`src/rtl/vector_logic_decoder.sv`:
```
// Decoder for RVV vand/vor/vxor with a two-entry output skid buffer.
// Illegal instructions decode to a disabled record and bump a saturating counter.
package vector_logic_pkg;
   typedef enum logic [1:0] {
      DISABLED_LOGIC_MODE = 2'd0,
      ENABLED_AND_MODE    = 2'd1,
      ENABLED_OR_MODE     = 2'd2,
      ENABLED_XOR_MODE    = 2'd3
   } logic_mode_t;

   typedef struct packed {
      logic        logic_enable;
      logic_mode_t logic_mode;
   } execution_vector_t;
endpackage

module vector_logic_decoder
   import vector_logic_pkg::*;
#(
   parameter int COUNT_WIDTH = 16
) (
   input  logic                   clock,
   input  logic                   reset,
   input  logic                   instruction_valid,
   input  logic [31:0]            instruction,
   output logic                   instruction_ready,
   output logic                   decode_valid,
   input  logic                   decode_ready,
   output execution_vector_t      execution_vector,
   output logic [4:0]             vs2_index,
   output logic [4:0]             vs1_index,
   output logic [4:0]             vd_index,
   output logic [1:0]             operand_source,
   output logic                   vm,
   output logic                   illegal,
   output logic [COUNT_WIDTH-1:0] illegal_count
);

   typedef struct packed {
      execution_vector_t ev;
      logic [4:0]        vs2;
      logic [4:0]        vs1;
      logic [4:0]        vd;
      logic [1:0]        src;
      logic              vm;
      logic              illegal;
   } record_t;

   localparam record_t IDLE_REC = '{
      ev:      '{logic_enable: 1'b0, logic_mode: DISABLED_LOGIC_MODE},
      vs2:     5'd0,
      vs1:     5'd0,
      vd:      5'd0,
      src:     2'b11,
      vm:      1'b0,
      illegal: 1'b0
   };

   record_t     dec_rec;
   record_t     out_rec;
   record_t     skid_rec;
   logic        out_valid;
   logic        skid_valid;
   logic        ready_q;
   logic        accept;
   logic        take;
   logic        legal;
   logic_mode_t mode;
   logic [1:0]  src;

   always_comb begin
      mode = DISABLED_LOGIC_MODE;
      src  = 2'b11;
      unique case (instruction[31:26])
         6'b001001: mode = ENABLED_AND_MODE;
         6'b001010: mode = ENABLED_OR_MODE;
         6'b001011: mode = ENABLED_XOR_MODE;
         default:   mode = DISABLED_LOGIC_MODE;
      endcase
      unique case (instruction[14:12])
         3'b000:  src = 2'b00;
         3'b100:  src = 2'b01;
         3'b011:  src = 2'b10;
         default: src = 2'b11;
      endcase
      legal = (instruction[6:0] == 7'b1010111)
            && (mode != DISABLED_LOGIC_MODE)
            && (src != 2'b11);
      dec_rec.vs2     = instruction[24:20];
      dec_rec.vs1     = instruction[19:15];
      dec_rec.vd      = instruction[11:7];
      dec_rec.vm      = instruction[25];
      dec_rec.illegal = !legal;
      dec_rec.src     = legal ? src : 2'b11;
      dec_rec.ev.logic_enable = legal;
      dec_rec.ev.logic_mode   = legal ? mode : DISABLED_LOGIC_MODE;
   end

   assign accept = instruction_valid && ready_q;
   assign take   = out_valid && decode_ready;

   // ready_q mirrors "skid empty" as a flop, so decode_ready never reaches it combinationally
   always_ff @(posedge clock) begin
      if (reset) begin
         out_valid     <= 1'b0;
         skid_valid    <= 1'b0;
         ready_q       <= 1'b1;
         out_rec       <= IDLE_REC;
         skid_rec      <= IDLE_REC;
         illegal_count <= '0;
      end else begin
         if (take) begin
            if (skid_valid) begin
               out_rec    <= skid_rec;
               skid_valid <= 1'b0;
               ready_q    <= 1'b1;
            end else if (accept) begin
               out_rec <= dec_rec;
            end else begin
               out_valid <= 1'b0;
            end
         end else if (accept) begin
            if (out_valid) begin
               skid_rec   <= dec_rec;
               skid_valid <= 1'b1;
               ready_q    <= 1'b0;
            end else begin
               out_rec   <= dec_rec;
               out_valid <= 1'b1;
            end
         end
         if (accept && dec_rec.illegal && (illegal_count != '1))
            illegal_count <= illegal_count + COUNT_WIDTH'(1);
      end
   end

   assign instruction_ready = ready_q;
   assign decode_valid      = out_valid;
   assign execution_vector  = out_rec.ev;
   assign vs2_index         = out_rec.vs2;
   assign vs1_index         = out_rec.vs1;
   assign vd_index          = out_rec.vd;
   assign operand_source    = out_rec.src;
   assign vm                = out_rec.vm;
   assign illegal           = out_rec.illegal;

endmodule

```
`config.mk`:
```
export PLATFORM = sky130hd
export DESIGN_NAME = vector_logic_decoder
export DESIGN_NICKNAME = d
export VERILOG_FILES = /design/src/rtl/vector_logic_decoder.sv
export SDC_FILE = /design/constraint.sdc
export NUM_CORES = 1
export LEC_CHECK = 0
export CELL_PAD_IN_SITES_DETAIL_PLACEMENT = 1
export CELL_PAD_IN_SITES_GLOBAL_PLACEMENT = 1
export CORE_UTILIZATION = 32
export CTS_CLUSTER_SIZE = 25
export DETAILED_ROUTE_END_ITERATION = 10
export PLACE_DENSITY = 0.87
export RECOVER_POWER = 50
export SETUP_SLACK_MARGIN = 0.4
export SYNTH_ARGS = -nofsm -noshare
export SYNTH_HDL_FRONTEND = slang
export SYNTH_SLANG_ARGS = --single-unit
```
`constraint.sdc`:
```
create_clock -name clock -period 1.7 [get_ports clock]
set_input_delay 0.17 -clock clock [delete_from_list [all_inputs] [get_ports clock]]
set_output_delay 0.17 -clock clock [all_outputs]
set_load 0.01 [all_outputs]
```
==> flow_summary_export.csv <==
group,metric,value,unit
outcome,status,"finished with violations",
outcome,violations,"negative setup slack",
logic_synthesis,synth_area_leaders,"dfxtp_1, nand2_1, a21oi_1",
global_route,track_usage,29.7,%
logic_synthesis,synth_top_family_by_area,"simple AND/OR/NAND/NOR gates",
logic_synthesis,synth_seq_cells,63,
floorplanning,die_x,96.8,um
logic_synthesis,netlist_instances,342,
placed_design,port_buffers,75,
logic_synthesis,yosys.area_share.simple,27.4,%
route,drcViolationCount,0,
layout,num_antenna_cells,0,
route,drtPass1Iterations,4,
worst_setup_path,path_buf_inv,1,
worst_setup_path,cp_top_family,"simple AND/OR/NAND/NOR gates",
global_route,grt_max_degree,27,
sta,finalHoldViolCount,0,
worst_setup_path,critical_path_arrival,2050,ps
worst_setup_path,crit_path_end,"illegal_count[9]",
sta,slew_viol_final,0,
logic_synthesis,yosysTopAreaCellShare,43.8,%
power,p_per_area,681,nW/um^2
clock_tree,cts_tree,"yes",
route,ant_nets,0,
worst_setup_path,endpoint_kind,"register",
floorplanning,die-height,96.8,um
worst_setup_path,critical_path_required,1940,ps
logic_synthesis,synth-xor-area-share,0,%
logic_synthesis,seq_area_frac_synth,43.8,%
route,wirelength,18.2,mm
power,swShare,33.1,%
worst_setup_path,cp-startpoint,"illegal_count[1]",
floorplanning,initial_core_util,33.0,%
layout,nFillCells,884,
clock_tree,htreeDepth,3,
global_route,grt_overflow,0,
global_route,grt_pass1_vias,3883,
clock_tree,clock-root-buffer,"clkbuf_8",
logic_synthesis,synth_compound_area_share,23.1,%
layout,final_area,5710,um^2
layout,layout_common_cells,"nand2_1, dfxtp_1, dlygate4sd2_1, buf_4, nand2_4",
layout,nNetsFinal,532,
power,p_int,2.60,mW
placed_design,dpl_cell_area,4010,um^2
sta,hold_slack,278,ps
route,via_per_inst,6.15,
power,switchingPower,1.29,mW
floorplanning,core,8720,um^2
sta,fmax,554,MHz
power,p_total,3.89,mW
sta,tightest_slew,626,ps
power,clkPwrFrac,35.2,%
clock_tree,cts_buffer_depth,2,
worst_setup_path,critical_path.cell_chain,"buf_4, and3_1, nand2_2, nor4_1, mux2_1",
worst_setup_path,start_kind,"register",
logic_synthesis,synth.mux.area_fraction,0.783,%
worst_setup_path,max_stage_delay,380,ps
hold_path,worstHoldStart,"decode_ready",
power,power.leakage,2.30,nW
route,drtIter0Drc,240,
layout,finalCoreUtilization,65.5,%
logic_synthesis,syn_area,2880,um^2
logic_synthesis,synth_edf_count,0,
sta,setup_violations,9,
logic_synthesis,yosys.area.top_type,"dfxtp_1",
worst_setup_path,cp_slowest_cell,"dfxtp_4",
logic_synthesis,synthArstFlopShare,0,%
floorplanning,rows,34,
sta,min_period_over_period,106,%
worst_setup_path,worstPathMaxFanout,7,
worst_setup_path,cp.depth,5,
power,vdd_drop_max,398,uV
worst_setup_path,reg2reg_from,"illegal_count[1]",
placed_design,place.gp.congestion,0.776,
logic_synthesis,synth.avg_cell_area,8.41,um^2
worst_setup_path,worst_r2r_path_depth,5,
clock_tree,cts_buffers,9,
clock_tree,clkTransAtPathRegs,90,ps
logic_synthesis,yosysUniqueCellTypes,50,
floorplanning,num_io_pins,76,
logic_synthesis,synthAdderAreaFrac,0.435,%
global_route,antenna_found_initial,0,
worst_setup_path,path_class,"register to register",
hold_path,hp-class,"primary input to register",
global_route,grt_pass1_wl,21.6,mm
logic_synthesis,synthesis.nets,379,
sta,finClkSkew,17.6,ps
sta,fin_ws,-104,ps
clock_tree,clk_latency,370,ps
layout,drive_above_1_share,54.4,%
run,cap_violations,0,
route,routedWlPerCell,30.0,um
logic_synthesis,synth_flop_cell,"dfxtp_1",
route,vias,3738,
clock_tree,clock_sinks,63,
layout,final_common_cell,"nand2_1",
logic_synthesis,ys_warn_count,0,
power,power.combinational.fraction,23.7,%
sta,rsz0062_at_grt,"true",
layout,syn_to_final_growth,98.4,%
floorplanning,die_area,9380,um^2
clock_tree,cts_hold_buf,0,
worst_setup_path,regToRegEndpoint,"illegal_count[9]",
placed_design,hpwl,6.57,mm
sta,slew_headroom,58.3,%
sta,layout_min_cycle_time,1800,ps
power,sequentialPowerShare,41.1,%
worst_setup_path,r2r_slack,-100,ps
## cells in the mapped netlist (5+ instances only)
master    number
a21oi_1       40
dfxtp_1       63
o31ai_1        6
nand4_1        5
nand2_1       79
nor2_1        30
clkbuf_1      15
a311oi_1      16
nand3_1        7
or4_1          6
o21ai_0       10
## registers in the layout (all words and copies together) (netlist names)
signal,count
skid_valid,1
decode_valid,1
vs1_index,5
illegal,1
execution_vector,3
vs2_index,5
instruction_ready,1
vd_index,5
illegal_count,16
vm,1
operand_source,2
skid_rec,22
## metrics by stage
| stage | setup TNS [ps] | setup WS (ps) | instances |
|---|---|---|---|
| global route | -710 | -180 | 608 |
| detailed placement | -7470 | -387 | 538 |
| CTS | 0 | 34.2 | 592 |
| finish | -464 | -104 | 608 |
| floorplan | 0 | 108 | 342 |
| global placement | -4820 | -326 | 538 |
## layout make-up
| type | count | area, um^2 | share of cell area [%] |
|---|---|---|---|
| Sequential cell | 63 | 1320 | 23.2 |
| Clock inverter | 6 | 41.3 | 0.723 |
| Multi-Input combinational cell | 255 | 2300 | 40.3 |
| Clock buffer | 10 | 149 | 2.61 |
| Timing Repair Buffer | 162 | 1750 | 30.6 |
| Tap cell | 108 | 135 | 2.37 |
| Inverter | 4 | 15.0 | 0.263 |
## how the worst min path moves through the flow
stage                        to  depth (start not counted)
2_1_floorplan        skid_valid                          1
3_3_place_gp        skid_rec[2]                          1
6_report             skid_valid                          2
4_1_cts        illegal_count[3]                          2
5_1_grt              skid_valid                          2
3_5_place_dp       skid_rec[21]                          2
## per-layer routing
layer	share of wire [%]	vias up	global-route usage (%)
li1	-	1552	-
met1	37	1884	33.5
met2	50	216	52.4
met3	5.9	86	6.43
met4	6.3	0	14.7
met5	0	-	0
## timing repair
action	4_1_cts	5_1_grt
gates resized for setup	184	136
pin swaps	63	32
endpoints found under the setup margin	100	71
endpoints found under the hold margin	0	0
setup buffers	31	12
cloned	7	4
## kinds of logic (layout without fill, tap and decap cells)
family          Yosys count  count (layout)
flops                    63              63
buf+inv                  25             182
mux                       2               2
fa+ha+maj                 1               1
compound gates           93              93
simple gates            158             159
## power by group through the flow
stage,Combinational [mW],Sequential [mW],Clock (mW)
3_3_place_gp,0.479,1.61,0
2_1_floorplan,0.190,1.63,0
6_report,0.924,1.60,1.37
3_5_place_dp,0.503,1.62,0
4_1_cts,0.708,1.58,1.27
5_1_grt,0.947,1.60,1.43
Note: power is estimated with default switching activity, not from simulation.
